**src/rtl/demux4_buffered_pkg.sv**
```systemverilog
// rtl/demux4_buffered_pkg.sv - shared constants and helpers for the buffered 1-to-4 demultiplexer
package demux4_buffered_pkg;

  // Default word and counter widths
  localparam int DATA_W_DEF = 32;
  localparam int CNT_W_DEF  = 8;

  // Number of consumer channels
  localparam int NUM_CH = 4;

  // Selector codes for each destination channel
  localparam logic [1:0] CH0 = 2'd0;
  localparam logic [1:0] CH1 = 2'd1;
  localparam logic [1:0] CH2 = 2'd2;
  localparam logic [1:0] CH3 = 2'd3;

  // Low bit offset of channel ch inside a packed per-channel bus of width w per channel
  function automatic int slot_lo(input int ch, input int w);
    return ch * w;
  endfunction

endpackage

```
**src/rtl/demux4_slot.sv**
```systemverilog
// rtl/demux4_slot.sv - single-entry output slot with valid/ready handshake and transfer counter
module demux4_slot
  import demux4_buffered_pkg::*;
#(
  parameter int DATA_W = DATA_W_DEF,
  parameter int CNT_W  = CNT_W_DEF
) (
  input  logic              clk,
  input  logic              rst_n,
  input  logic              load,
  input  logic [DATA_W-1:0] load_data,
  input  logic              drain,
  input  logic              cnt_clear,
  output logic              valid,
  output logic [DATA_W-1:0] data,
  output logic              free,
  output logic [CNT_W-1:0]  count
);

  // The slot can take a new word if it is empty or its word leaves this cycle
  assign free = !valid || drain;

  // Valid bit: a load always wins, so drain-and-refill keeps the slot occupied
  always_ff @(posedge clk or negedge rst_n) begin
    if (!rst_n) begin
      valid <= 1'b0;
    end else if (load) begin
      valid <= 1'b1;
    end else if (drain) begin
      valid <= 1'b0;
    end
  end

  // Data register: only written on load, so it holds its last value after a drain
  always_ff @(posedge clk or negedge rst_n) begin
    if (!rst_n) begin
      data <= '0;
    end else if (load) begin
      data <= load_data;
    end
  end

  // Accepted-word counter: wraps naturally, clear beats a same-cycle increment
  always_ff @(posedge clk or negedge rst_n) begin
    if (!rst_n) begin
      count <= '0;
    end else if (cnt_clear) begin
      count <= '0;
    end else if (load) begin
      count <= count + 1'b1;
    end
  end

endmodule

```
**src/rtl/demux4_buffered.sv**
```systemverilog
// rtl/demux4_buffered.sv - routes one producer stream into four independently stalled buffered channels
module demux4_buffered
  import demux4_buffered_pkg::*;
#(
  parameter int DATA_W = DATA_W_DEF,
  parameter int CNT_W  = CNT_W_DEF
) (
  input  logic                     clk,
  input  logic                     rst_n,
  input  logic                     in_valid,
  output logic                     in_ready,
  input  logic [1:0]               in_sel,
  input  logic [DATA_W-1:0]        in_data,
  output logic [NUM_CH-1:0]        out_valid,
  input  logic [NUM_CH-1:0]        out_ready,
  output logic [NUM_CH*DATA_W-1:0] out_data,
  input  logic                     cnt_clear,
  output logic [NUM_CH*CNT_W-1:0]  xfer_count
);

  logic [NUM_CH-1:0] sel_hot;
  logic [NUM_CH-1:0] slot_free;
  logic [NUM_CH-1:0] slot_load;
  logic              in_fire;

  // One-hot decode of the destination selector
  always_comb begin
    sel_hot = '0;
    case (in_sel)
      CH0: sel_hot[0] = 1'b1;
      CH1: sel_hot[1] = 1'b1;
      CH2: sel_hot[2] = 1'b1;
      CH3: sel_hot[3] = 1'b1;
    endcase
  end

  // Ready follows the addressed slot only; a stalled slot never blocks other channels
  assign in_ready  = slot_free[in_sel];
  assign in_fire   = in_valid && in_ready;
  assign slot_load = sel_hot & {NUM_CH{in_fire}};

  for (genvar i = 0; i < NUM_CH; i++) begin : g_slot
    demux4_slot #(
      .DATA_W (DATA_W),
      .CNT_W  (CNT_W)
    ) u_slot (
      .clk       (clk),
      .rst_n     (rst_n),
      .load      (slot_load[i]),
      .load_data (in_data),
      .drain     (out_ready[i]),
      .cnt_clear (cnt_clear),
      .valid     (out_valid[i]),
      .data      (out_data[slot_lo(i, DATA_W) +: DATA_W]),
      .free      (slot_free[i]),
      .count     (xfer_count[slot_lo(i, CNT_W) +: CNT_W])
    );
  end

endmodule
```
**config.mk**
```make
export PLATFORM = sky130hd
export DESIGN_NAME = demux4_buffered
export DESIGN_NICKNAME = d
export VERILOG_FILES = /design/src/rtl/demux4_buffered_pkg.sv /design/src/rtl/demux4_slot.sv /design/src/rtl/demux4_buffered.sv
export SDC_FILE = /design/constraint.sdc
export NUM_CORES = 1
export LEC_CHECK = 0
export ABC_AREA = 1
export BUFFER_PORTS_ARGS = -buffer_cell sky130_fd_sc_hd__buf_2
export CORE_MARGIN = 10
export CORE_UTILIZATION = 30
export DETAILED_ROUTE_END_ITERATION = 7
export PLACE_DENSITY = 0.56
export SLEW_MARGIN = 20
export SYNTH_ARGS = -nofsm -noshare
export SYNTH_HDL_FRONTEND = slang
export SYNTH_SLANG_ARGS = --single-unit
```
**constraint.sdc**
```tcl
create_clock -name clk -period 3.3 [get_ports clk]
set_clock_uncertainty 0.2 [all_clocks]
set_input_delay 0.165 -clock clk [delete_from_list [all_inputs] [get_ports clk]]
set_output_delay 0.165 -clock clk [all_outputs]
set_load 0.02 [all_outputs]
```
==> out/qor.yml, run 1 <==
logic_synthesis:
  synth_cell_type_count: 20
  synth_warnings: 0
  postSynthCellCount: 742
  synth_nets: 788
  syn_area_mm2: 0.00716
  synth.top_cell.area_share_pct: 57.3
  yosys.area.top_type: "dfrtp_1"
  avgSynthCellArea_um2: 9.65
  synth-seq-cells: 164
  seq_area_frac_synth_pct: 57.3
  synth_area_leaders: "dfrtp_1 57%, nand2_1 12%, o21ai_2 8.4%, buf_6 4.4%, o21ai_0 3.1%"
cells_and_area:
  multiInputGateArea_mm2: 0.00249
  regArea_mm2: 0.00410
  nets: 1016
  syn2layout_area_growth_pct: 29.7
  fill_cells: 2382
  drive_gt1_share_pct: 33.5
  antennaDiodeCount: 0
placement:
  io_buffers: 206
  dp_hpwl_mm: 14.6
  preCtsSetupSlack_ps: 907
  gp_congestion: 0.775
worst_setup_path:
  setup.worst_path.start: "g_slot[3].u_slot.valid$_DFFE_PN0P_"
  endpoint: "g_slot[2].u_slot.data[23]$_DFFE_PN0P_"
  endpoint_kind: "register"
  start_kind: "register"
  cp_max_fo: 53
  r2r-start: "g_slot[3].u_slot.valid$_DFFE_PN0P_"
  worstPathArrival_ps: 2510
  critPathKind: "register to register"
  cp.required_ps: 3400
  r2r-end: "g_slot[2].u_slot.data[23]$_DFFE_PN0P_"
  reg2reg_setup_slack_ps: 890
  worstRegToRegCells: 9
clocking:
  htreeDepth: 4
  cts-root-buf: "clkbuf_16"
  cts_buffers: 17
  clockBufferDepth: 2
  cts_tree: "yes"
  cts.sinks: 164
  clkTransAtPathRegs_ps: 70
  ctsResizeCount: 0
  clkLatencyLatePin_ps: 420
global_route:
  grt_pass1_wl_mm: 33.0
  antenna_found_initial: 0
  grt_pass1_vias: 5712
  grt_start_max_net_pins: 80
  overflow: 0
  grt_use_total_pct: 13.5
sta:
  fin_ws_ps: 890
  hold_violations: 0
  rsz0062_at_grt: "no"
  relSlewSlack_pct: 50.1
  tns_ps: 0
  min_period_over_period_pct: 73.0
  fmax_ghz: 0.415
  period_minus_slack_ps: 2410
  setup_viol: 0
  maxSlewViolCount: 0
  worst_pin_slew_ps: 749
flow_run:
  timing.max_cap.violations: 0
drt:
  wl_per_cell_um: 15.8
  drt_iter0_markers: 307
  drtPass1Iterations: 4
  vias_per_cell: 4.35
  wirelength_mm: 20.5
  drc: 0
  vias: 5669
  final_antenna_net_count: 0
floorplan:
  boundaryPins: 207
  initial_utilization_pct: 30.5
  die_x_um: 174
  die_h_um: 174
  rows: 56
  core_area_mm2: 0.0235
  dieArea_mm2: 0.0304
pwr:
  total_power_mw: 5.93
  p_leak_nw: 4.89
  p_per_area_mw_per_mm2: 639
  peakVddDrop_mv: 0.308
run_status:
  status: "finished clean"
worst_hold_path:
  hold_class: "input pin to register"
==> worst min-delay path by stage <==
stage | startpoint | to | slack [ps] | cells after the start
global route | cnt_clear | g_slot[1].u_slot.count[5]$_DFFE_PN0P_ | 100 | 4
CTS | cnt_clear | g_slot[1].u_slot.count[5]$_DFFE_PN0P_ | 60 | 4
global placement | rst_n | g_slot[3].u_slot.data[23]$_DFFE_PN0P_ | 60 | 1
floorplan | rst_n | g_slot[0].u_slot.count[0]$_DFFE_PN0P_ | -330 | 0
finish | cnt_clear | g_slot[1].u_slot.count[7]$_DFFE_PN0P_ | 90 | 4
detailed placement | rst_n | g_slot[3].u_slot.data[23]$_DFFE_PN0P_ | 60 | 1
==> critical path, cell delays in order, from the launching register on <==
cell     delay, ps
dfrtp_1        390
inv_1           70
nor2_1          40
nand2_1         50
nand2_1         80
nor2_4         230
nand3_4        560
buf_4          470
nand2_1        100
o21ai_2         50
==> sequential cells by signal, indices dropped and copies added, names as in the netlist <==
name	count
g_slot.u_slot.count	32
g_slot.u_slot.data	128
g_slot.u_slot.valid	4
==> layer usage <==
layer / up-vias / GRT usage [%] / wire, um
met5: - / 0 / 0
met4: 0 / 3.03 / 158
met3: 12 / 6.07 / 1910
met2: 157 / 21.1 / 9540
met1: 2676 / 16.8 / 8920
li1: 2824 / - / -
==> cell type report <==
cell class / instances / share of cell area [%]
multi-input combinational: 481 / 26.9
tap: 319 / 4.30
clock buffer: 17 / 4.58
clock inverter: 15 / 1.54
timing repair buffer: 252 / 16.3
inverter: 54 / 2.18
sequential: 164 / 44.2
==> placed cells by master (no fill, tap or decap), types with 2 or more instances in the layout <==
cell type and n:
clkbuf_16 17, nand3_1 42, clkinv_2 2, o21ai_1 19
nand3_4 4, nor2_1 44, o21ai_2 69, clkinvlp_4 4
nand2_2 5, inv_6 5, inv_1 53, a31o_2 3
clkinv_4 2, dlygate4sd3_1 37, buf_12 3, dfrtp_1 164
xor2_1 8, ha_1 4, nand2_1 227, buf_4 6
xnor2_1 4, o21ai_0 44, buf_2 205, nor3b_1 7
==> what timing repair did <==
action                    CTS  global route
setup buffers               0             0
hold endpoints to repair  208             0
hold buffers               37             0
==> stage by stage <==
stage	std cells	hold WS, ps	instance area, um^2	util (%)
finish	1302	86.8	9280	39.5
global route	1302	96.1	9280	39.5
CTS	1302	59.2	9280	39.5
detailed placement	1233	59.6	8340	35.5
global placement	1233	64.7	8340	35.5
floorplan	742	-331	7160	-
==> power breakdown <==
group | internal (mW) | switching [mW]
sequential | 2.34 | 0.210
clock | 1.06 | 0.881
combinational | 0.482 | 0.957
==> cell families after synthesis <==
family          share of synthesized area, %
buf+inv                                 8.23
flops                                   57.3
simple gates                            19.0
fa+ha+maj                              0.699
xor+xnor                                1.47
compound gates                          13.2
==> synth_stat cells <==
cell	n
nand2_1	227
dfrtp_1	164
o21ai_2	69
inv_1	53
nor2_1	44
o21ai_0	44
nand3_1	42
buf_6	28
o21ai_1	19
clkbuf_1	11
xor2_1	8
nor3b_1	7
nand2_2	5
buf_4	4
ha_1	4
nand3_2	4
xnor2_1	4
a31o_2	3
clkinv_1	1
nor2_4	1
No activity file was read; power rests on OpenSTA's default activity.
==> run 2: changes to the inputs <==
--- a/config.mk
+++ b/config.mk
@@ -5,12 +5,12 @@
 export SDC_FILE = /design/constraint.sdc
 export NUM_CORES = 1
 export LEC_CHECK = 0
-export ABC_AREA = 1
+export ABC_AREA = 0
 export BUFFER_PORTS_ARGS = -buffer_cell sky130_fd_sc_hd__buf_2
 export CORE_MARGIN = 10
 export CORE_UTILIZATION = 30
 export DETAILED_ROUTE_END_ITERATION = 7
-export PLACE_DENSITY = 0.56
+export PLACE_DENSITY = 0.58
 export SLEW_MARGIN = 20
 export SYNTH_ARGS = -nofsm -noshare
 export SYNTH_HDL_FRONTEND = slang
==> constraint.sdc (replaced) <==
create_clock -name clk -period 2.1 [get_ports clk]
set_clock_uncertainty 0.2 [all_clocks]
set_input_delay 0.105 -clock clk [delete_from_list [all_inputs] [get_ports clk]]
set_output_delay 0.105 -clock clk [all_outputs]
set_load 0.02 [all_outputs]
==> out/qor.yml, run 2 <==
run_status:
  status: "finished clean"  # unchanged
cells_and_area:
  largest_reg_flops: 128  # unchanged
  largest_register: "g_slot.u_slot.data"  # unchanged
  top_regs: "g_slot.u_slot.data x128, g_slot.u_slot.count x32, g_slot.u_slot.valid x4"  # unchanged
  drive_gt1_share_pct: 45.6  # was 33.5%
  fill_cells: 2063  # was 2382
  nets: 825  # was 1016
  post-route-util_pct: 42.1  # was 39.5%
  syn2layout_area_growth_pct: 37.4  # was 29.7%
  layout_common_cells: "204 x buf_2, 164 x dfrtp_1, 109 x nand2_1"  # was 227 x nand2_1, 205 x buf_2, 164 x dfrtp_1
  final_common_cell: "buf_2"  # was nand2_1
  antennaDiodeCount: 0  # unchanged
sta:
  min_period_over_period_pct: 97.7
  relSlewSlack_pct: 71.4  # was 50.1%
  rsz0062_at_grt: "no"  # unchanged
  setup_viol: 0  # unchanged
  maxSlewViolCount: 0  # unchanged
  fmax_ghz: 0.488
  worst_pin_slew_ps: 427  # was 749 ps
  hold_violations: 0  # unchanged
  period_minus_slack_ps: 2050
  tns_ps: 0  # unchanged
placement:
  gp_congestion: 0.742  # was 0.775
  io_buffers: 206  # unchanged
  dp_hpwl_mm: 13.2  # was 14.6 mm
floorplan:
  die_h_um: 170  # was 174 um
  rows: 54  # was 56
  die_x_um: 170  # was 174 um
  initial_utilization_pct: 30.6  # was 30.5%
  boundaryPins: 207  # unchanged
  core_area_mm2: 0.0220  # was 0.0235 mm^2
  dieArea_mm2: 0.0288  # was 0.0304 mm^2
worst_setup_path:
  crit_path_max_incr_delay_ps: 540  # was 560 ps
  worstRegToRegCells: 4  # was 9
  critPathKind: "input pin to register"  # was register to register
  cpMaxStageDelayCell: "dlygate4sd3_1"  # was nand3_4
  reg2reg_setup_slack_ps: 210  # was 890 ps
  path_cells: "dlygate4sd3_1 > buf_2 > or3b_4 > or2_2 > buf_4 > mux2_4"  # was inv_1 > nor2_1 > nand2_1 > nand2_1 > nor2_4 > nand3_4 > buf_4 > nand2_1 > o21ai_2
  cp.depth: 6  # was 9
  r2r-start: "g_slot[0].u_slot.valid$_DFFE_PN0P_"  # was g_slot[3].u_slot.valid$_DFFE_PN0P_
  endpoint: "g_slot[0].u_slot.data[31]$_DFFE_PN0P_"  # was g_slot[2].u_slot.data[23]$_DFFE_PN0P_
  start_kind: "input pin"  # was register
  cp.required_ps: 2200  # was 3400 ps
  crit_buf_inv: 3  # was 2
  cpLargestDelayFamily: "buffers and inverters"  # was simple AND/OR/NAND/NOR gates
  worstPathArrival_ps: 2150  # was 2510 ps
  cp_max_fo: 15  # was 53
  endpoint_kind: "register"  # unchanged
  r2r-end: "g_slot[0].u_slot.data[31]$_DFFE_PN0P_"  # was g_slot[2].u_slot.data[23]$_DFFE_PN0P_
  setup.worst_path.start: "in_sel[0]"  # was g_slot[3].u_slot.valid$_DFFE_PN0P_
logic_synthesis:
  synth-seq-cells: 164  # unchanged
  synth_cell_type_count: 37  # was 20
  yosys.area.top_type: "dfrtp_1"  # unchanged
  synth_edf_count: 0  # unchanged
  synth_top_flop_cell: "dfrtp_1"  # unchanged
  synth.top_cell.area_share_pct: 61.0  # was 57.3%
  async_flop_share_pct: 100  # unchanged
  seq_area_frac_synth_pct: 61.0  # was 57.3%
  synth_warnings: 0  # unchanged
  yosysMostFrequentCell: "dfrtp_1"  # was nand2_1
  synth_area_leaders: "dfrtp_1 61%, mux2_2 11%, mux2_4 6.3%, nand2_1 6.1%, xnor2_1 2.7%"  # was dfrtp_1 57%, nand2_1 12%, o21ai_2 8.4%, buf_6 4.4%, o21ai_0 3.1%
  postSynthCellCount: 526  # was 742
  synth_nets: 572  # was 788
  avgSynthCellArea_um2: 12.8  # was 9.65 um^2
  synth_common_cells: "164 x dfrtp_1, 110 x nand2_1, 68 x mux2_2"  # was 227 x nand2_1, 164 x dfrtp_1, 69 x o21ai_2
  syn_area_mm2: 0.00672  # was 0.00716 mm^2
global_route:
  grt_pass1_vias: 5095  # was 5712
  grt_use_total_pct: 13.1  # was 13.5%
  antenna_found_initial: 0  # unchanged
  grtUsageMet2_pct: 20.3  # was 21.1%
  grt_start_max_net_pins: 52  # was 80
  grt_pass1_wl_mm: 29.7  # was 33.0 mm
  gr-usage-met3_pct: 5.84  # was 6.07%
  gr-usage-met1_pct: 16.1  # was 16.8%
  overflow: 0  # unchanged
  busiest_layer: "met2"  # unchanged
drt:
  vias: 4831  # was 5669
  wirelength_mm: 18.8  # was 20.5 mm
  drtPass1Iterations: 4  # unchanged
  wl_per_cell_um: 17.6  # was 15.8 um
  vias_per_cell: 4.51  # was 4.35
  drc: 0  # unchanged
  drt_iter0_markers: 278  # was 307
  final_antenna_net_count: 0  # unchanged
pwr:
  peakVddDrop_mv: 0.468  # was 0.308 mV
  p_leak_nw: 4.57  # was 4.89 nW
  total_power_mw: 9.62  # was 5.93 mW
  p_per_area_mw_per_mm2: 1040  # was 639 mW/mm^2
clocking:
  clockBufferDepth: 2  # unchanged
  cts_tree: "yes"  # unchanged
  htreeDepth: 4  # unchanged
  cts.sinks: 164  # unchanged
  clkLatencyLatePin_ps: 420  # about the same
  clkTransAtPathRegs_ps: 70  # about the same
  cts_setup_buffers: 0  # unchanged
  cts_buffers: 17  # unchanged
  cts-root-buf: "clkbuf_16"  # unchanged
worst_hold_path:
  hold_class: "input pin to async pin"  # was input pin to register
flow_run:
  timing.max_cap.violations: 0  # unchanged
-- run 2: changes by cell type after synthesis, moves of 7 or more --
cell     before  now
o21ai_0      44    4
o21ai_2      69    0
mux2_4        0   28
mux2_2        0   68
buf_2         0    8
nor2_1       44   29
nand2_1     227  110
nand3_1      42    9
o21ai_1      19    0
xnor2_1       4   21
inv_1        53    1
nand4_1       0    7
nor4_1        0    9
buf_6        28    2
-- run 2: how the worst min path moves through the flow --
stage | cells past startpoint | end | slack (ps) | from
2_1_floorplan | 0 | g_slot[0].u_slot.count[0]$_DFFE_PN0P_ | -390 | rst_n
3_3_place_gp | 1 | g_slot[2].u_slot.count[5]$_DFFE_PN0P_ | -150 | rst_n
3_5_place_dp | 1 | g_slot[2].u_slot.count[5]$_DFFE_PN0P_ | -150 | rst_n
4_1_cts | 3 | g_slot[2].u_slot.count[5]$_DFFE_PN0P_ | 70 | rst_n
5_1_grt | 3 | g_slot[2].u_slot.count[5]$_DFFE_PN0P_ | 90 | rst_n
6_report | 3 | g_slot[2].u_slot.count[5]$_DFFE_PN0P_ | 70 | rst_n
-- run 2: cells by family (layout without fill, tap and decap cells) --
group / count (synthesis) / in the layout / share of synthesized area [%]
AO/OA/AOI/OAI: 8 / 8 / 0.595
XOR/XNOR: 26 / 26 / 3.39
AND/OR/NAND/NOR: 196 / 196 / 13.1
buffers and inverters: 30 / 296 / 3.00
multiplexers: 98 / 98 / 18.1
adder cells (fa/ha/maj): 4 / 4 / 0.744
flip-flops: 164 / 164 / 61.0
-- run 2: stage by stage --
stage	area [um^2]	instances	setup WS [ps]	hold slack [ps]
finish	9240	1072	48.9	71.3
global route	9240	1072	34.7	93.7
CTS	9230	1072	62.6	70.3
detailed placement	8130	999	184	-149
global placement	8130	999	196	-149
floorplan	6720	526	208	-391
-- run 2: power breakdown --
group | internal (mW) | switching, mW | total (mW)
sequential | 3.67 | 0.268 | 3.94
clock | 2.22 | 1.30 | 3.51
combinational | 0.885 | 1.29 | 2.17
total | 6.77 | 2.85 | 9.62
-- run 2: worst min-delay path, delay by kind of cell --
family	cells	cell delay [ps]
buf+inv	3	950
-- run 2: metal layers --
layer	share of wire [%]	up-vias	routed length, um
li1	-	2271	-
met1	44	2410	8300
met2	46	140	8730
met3	8.9	10	1680
met4	0.74	0	140
met5	0	-	0
-- run 2: area by class of cell --
class                           count  area [um^2]  share of cell area (%)
Clock buffer                       21          470                    5.09
Clock inverter                     11          198                    2.14
Inverter                            1         3.75                  0.0406
Multi-Input combinational cell    332         2450                    26.5
Sequential cell                   164         4100                    44.4
Tap cell                          280          350                    3.79
Timing Repair Buffer              263         1660                    18.0
-- run 2: timing repair --
item | 4_1_cts | 5_1_grt
endpoints found under the hold margin | 315 | 0
setup endpoints to repair | 1 | 1
gates resized for setup | 6 | 1
hold buffers | 42 | 0
pin swaps | 0 | 0
==> run 3: changes to the inputs <==
--- a/config.mk
+++ b/config.mk
@@ -11,6 +11,7 @@
 export CORE_UTILIZATION = 30
 export DETAILED_ROUTE_END_ITERATION = 7
 export PLACE_DENSITY = 0.58
+export SETUP_SLACK_MARGIN = 0.5
 export SLEW_MARGIN = 20
 export SYNTH_ARGS = -nofsm -noshare
 export SYNTH_HDL_FRONTEND = slang
==> out/qor.yml, run 3 (synthesized netlist as in run 2, its figures left out) <==
sta:
  fin_ws_ps: 184  # was 48.9 ps
  hold_violations: 24  # was 0
  worst_pin_slew_ps: 691  # was 427 ps
  relSlewSlack_pct: 53.9  # was 71.4%
  holdWs_ps: -92.2  # was 71.3 ps
  min_period_over_period_pct: 91.2  # was 97.7%
  period_minus_slack_ps: 1920  # was 2050 ps
  maxSlewViolCount: 0  # unchanged
  rsz0062_at_grt: "yes"  # was no
  setup_viol: 0  # unchanged
  tns_ps: 0  # unchanged
  fmax_ghz: 0.522  # was 0.488 GHz
clocking:
  htreeDepth: 4  # unchanged
  cts_tree: "yes"  # unchanged
  clockBufferDepth: 2  # unchanged
  cts_hold_buf: 36  # was 42
  clkTransAtPathRegs_ps: 70  # about the same
  cts-root-buf: "clkbuf_16"  # unchanged
  clkLatencyLatePin_ps: 410  # was 420 ps
  cts_buffers: 17  # unchanged
  cts.sinks: 164  # unchanged
worst_setup_path:
  endpoint_kind: "primary output"  # was register
  cp.required_ps: 1790  # was 2200 ps
  cp_max_fo: 2  # was 15
  start_kind: "register"  # was input pin
  worstRegToRegCells: 6  # was 4
  critPathKind: "register to primary output"  # was input pin to register
  worstPathArrival_ps: 1610  # was 2150 ps
placement:
  gp_congestion: 0.764  # was 0.742
  dp.cells: 999  # unchanged
  preCtsSetupSlack_ps: 162  # was 184 ps
  io_buffers: 206  # unchanged
  dp_hpwl_mm: 13.3  # was 13.2 mm
  place_area_mm2: 0.00830  # was 0.00813 mm^2
worst_hold_path:
  hold_class: "input pin to async pin"  # unchanged
pwr:
  p_leak_nw: 4.99  # was 4.57 nW
  peakVddDrop_mv: 0.444  # was 0.468 mV
  p_per_area_mw_per_mm2: 935  # was 1040 mW/mm^2
  total_power_mw: 9.42  # was 9.62 mW
run_status:
  violations: "negative hold slack"
  status: "finished with violations"  # was finished clean
cells_and_area:
  final_common_cell: "buf_2"  # unchanged
  syn2layout_area_growth_pct: 49.8  # was 37.4%
  drive_gt1_share_pct: 50.4  # was 45.6%
  top_regs: "g_slot.u_slot.data x128, g_slot.u_slot.count x32, g_slot.u_slot.valid x4"  # unchanged
  largest_reg_flops: 128  # unchanged
  post-route-util_pct: 45.9  # was 42.1%
  final_cell_area_mm2: 0.0101  # was 0.00924 mm^2
  antennaDiodeCount: 0  # unchanged
  fill_cells: 1976  # was 2063
  layout_common_cells: "204 x buf_2, 163 x dfrtp_1, 108 x nand2_1"  # was 204 x buf_2, 164 x dfrtp_1, 109 x nand2_1
  regArea_mm2: 0.00411  # was 0.00410 mm^2
  finalNonFillerCells: 1097  # was 1072
  largest_register: "g_slot.u_slot.data"  # unchanged
  multiInputGateArea_mm2: 0.00287  # was 0.00245 mm^2
  nets: 850  # was 825
drt:
  vias_per_cell: 4.57  # was 4.51
  drc: 0  # unchanged
  final_antenna_net_count: 0  # unchanged
  drtPass1Iterations: 4  # unchanged
  vias: 5008  # was 4831
  drt_iter0_markers: 295  # was 278
  wirelength_mm: 21.0  # was 18.8 mm
  wl_per_cell_um: 19.2  # was 17.6 um
global_route:
  grt_pass1_wl_mm: 32.3  # was 29.7 mm
  grt_start_max_net_pins: 82  # was 52
  grt_use_total_pct: 14.3  # was 13.1%
  grt_pass1_vias: 5431  # was 5095
  overflow: 0  # unchanged
  antenna_found_initial: 0  # unchanged
floorplan:
  rows: 54  # unchanged
  boundaryPins: 207  # unchanged
  die_h_um: 170  # unchanged
  die_x_um: 170  # unchanged
  initial_utilization_pct: 30.6  # unchanged
  core_area_mm2: 0.0220  # unchanged
  dieArea_mm2: 0.0288  # unchanged
flow_run:
  timing.max_cap.violations: 0  # unchanged
[run 3: cell count changes in the layout (fill, tap and decap cells not counted), moves of 5 or more]
cell	previous run	this run
buf_6	2	10
mux2_4	28	80
mux2_2	68	16
buf_16	0	8
nor4_4	0	7
dlygate4sd3_1	41	36
nor4_1	9	0
buf_12	7	13
[run 3: final cells by class]
class / instances / share of cell area (%)
flip-flops and latches: 164 / 40.8
multi-input cells: 332 / 28.5
repair buffers: 288 / 21.5
clock buffers: 19 / 4.40
well taps: 280 / 3.48
clock inverters: 13 / 1.24
inverters: 1 / 0.0373
[run 3: timing repair]
action	4_1_cts	5_1_grt
pin swaps	5	27
resized for setup	43	44
gates cloned	7	3
setup buffers	9	11
endpoints found under the hold margin	308	24
setup endpoints to repair	85	122
[run 3: path summary, 6_finish.rpt]
check	end	from	slack (ps)
max	in_ready	g_slot[0].u_slot.valid$_DFFE_PN0P_	180
min	g_slot[2].u_slot.data[15]$_DFFE_PN0P_	rst_n	-90
max reg2reg	g_slot[0].u_slot.data[10]$_DFFE_PN0P_	g_slot[0].u_slot.valid$_DFFE_PN0P_	220
min reg2reg	g_slot[3].u_slot.data[24]$_DFFE_PN0P_	g_slot[3].u_slot.data[24]$_DFFE_PN0P_	280
max in group asynchronous	g_slot[3].u_slot.count[2]$_DFFE_PN0P_	rst_n	1030
min in group clk	g_slot[1].u_slot.valid$_DFFE_PN0P_	out_ready[1]	-20
[run 3: critical path, cell delays in order (launching register included)]
cell,delay [ps]
dfrtp_1,380
nor2b_4,140
mux4_2,490
inv_2,80
buf_6,110
[run 3: layer usage]
metal	share of wire (%)	GRT usage, %	wire length (um)
met1	46	19.1	9630
met2	47	22.2	9830
met3	6.8	4.79	1440
met4	0.70	3.20	148
met5	0	0	0
[run 3: power breakdown]
part | switching, mW | leakage, nW | internal, mW
registers | 0.297 | 2.03 | 3.67
logic | 1.34 | 2.70 | 1.08
clock network | 1.35 | 0.263 | 1.68
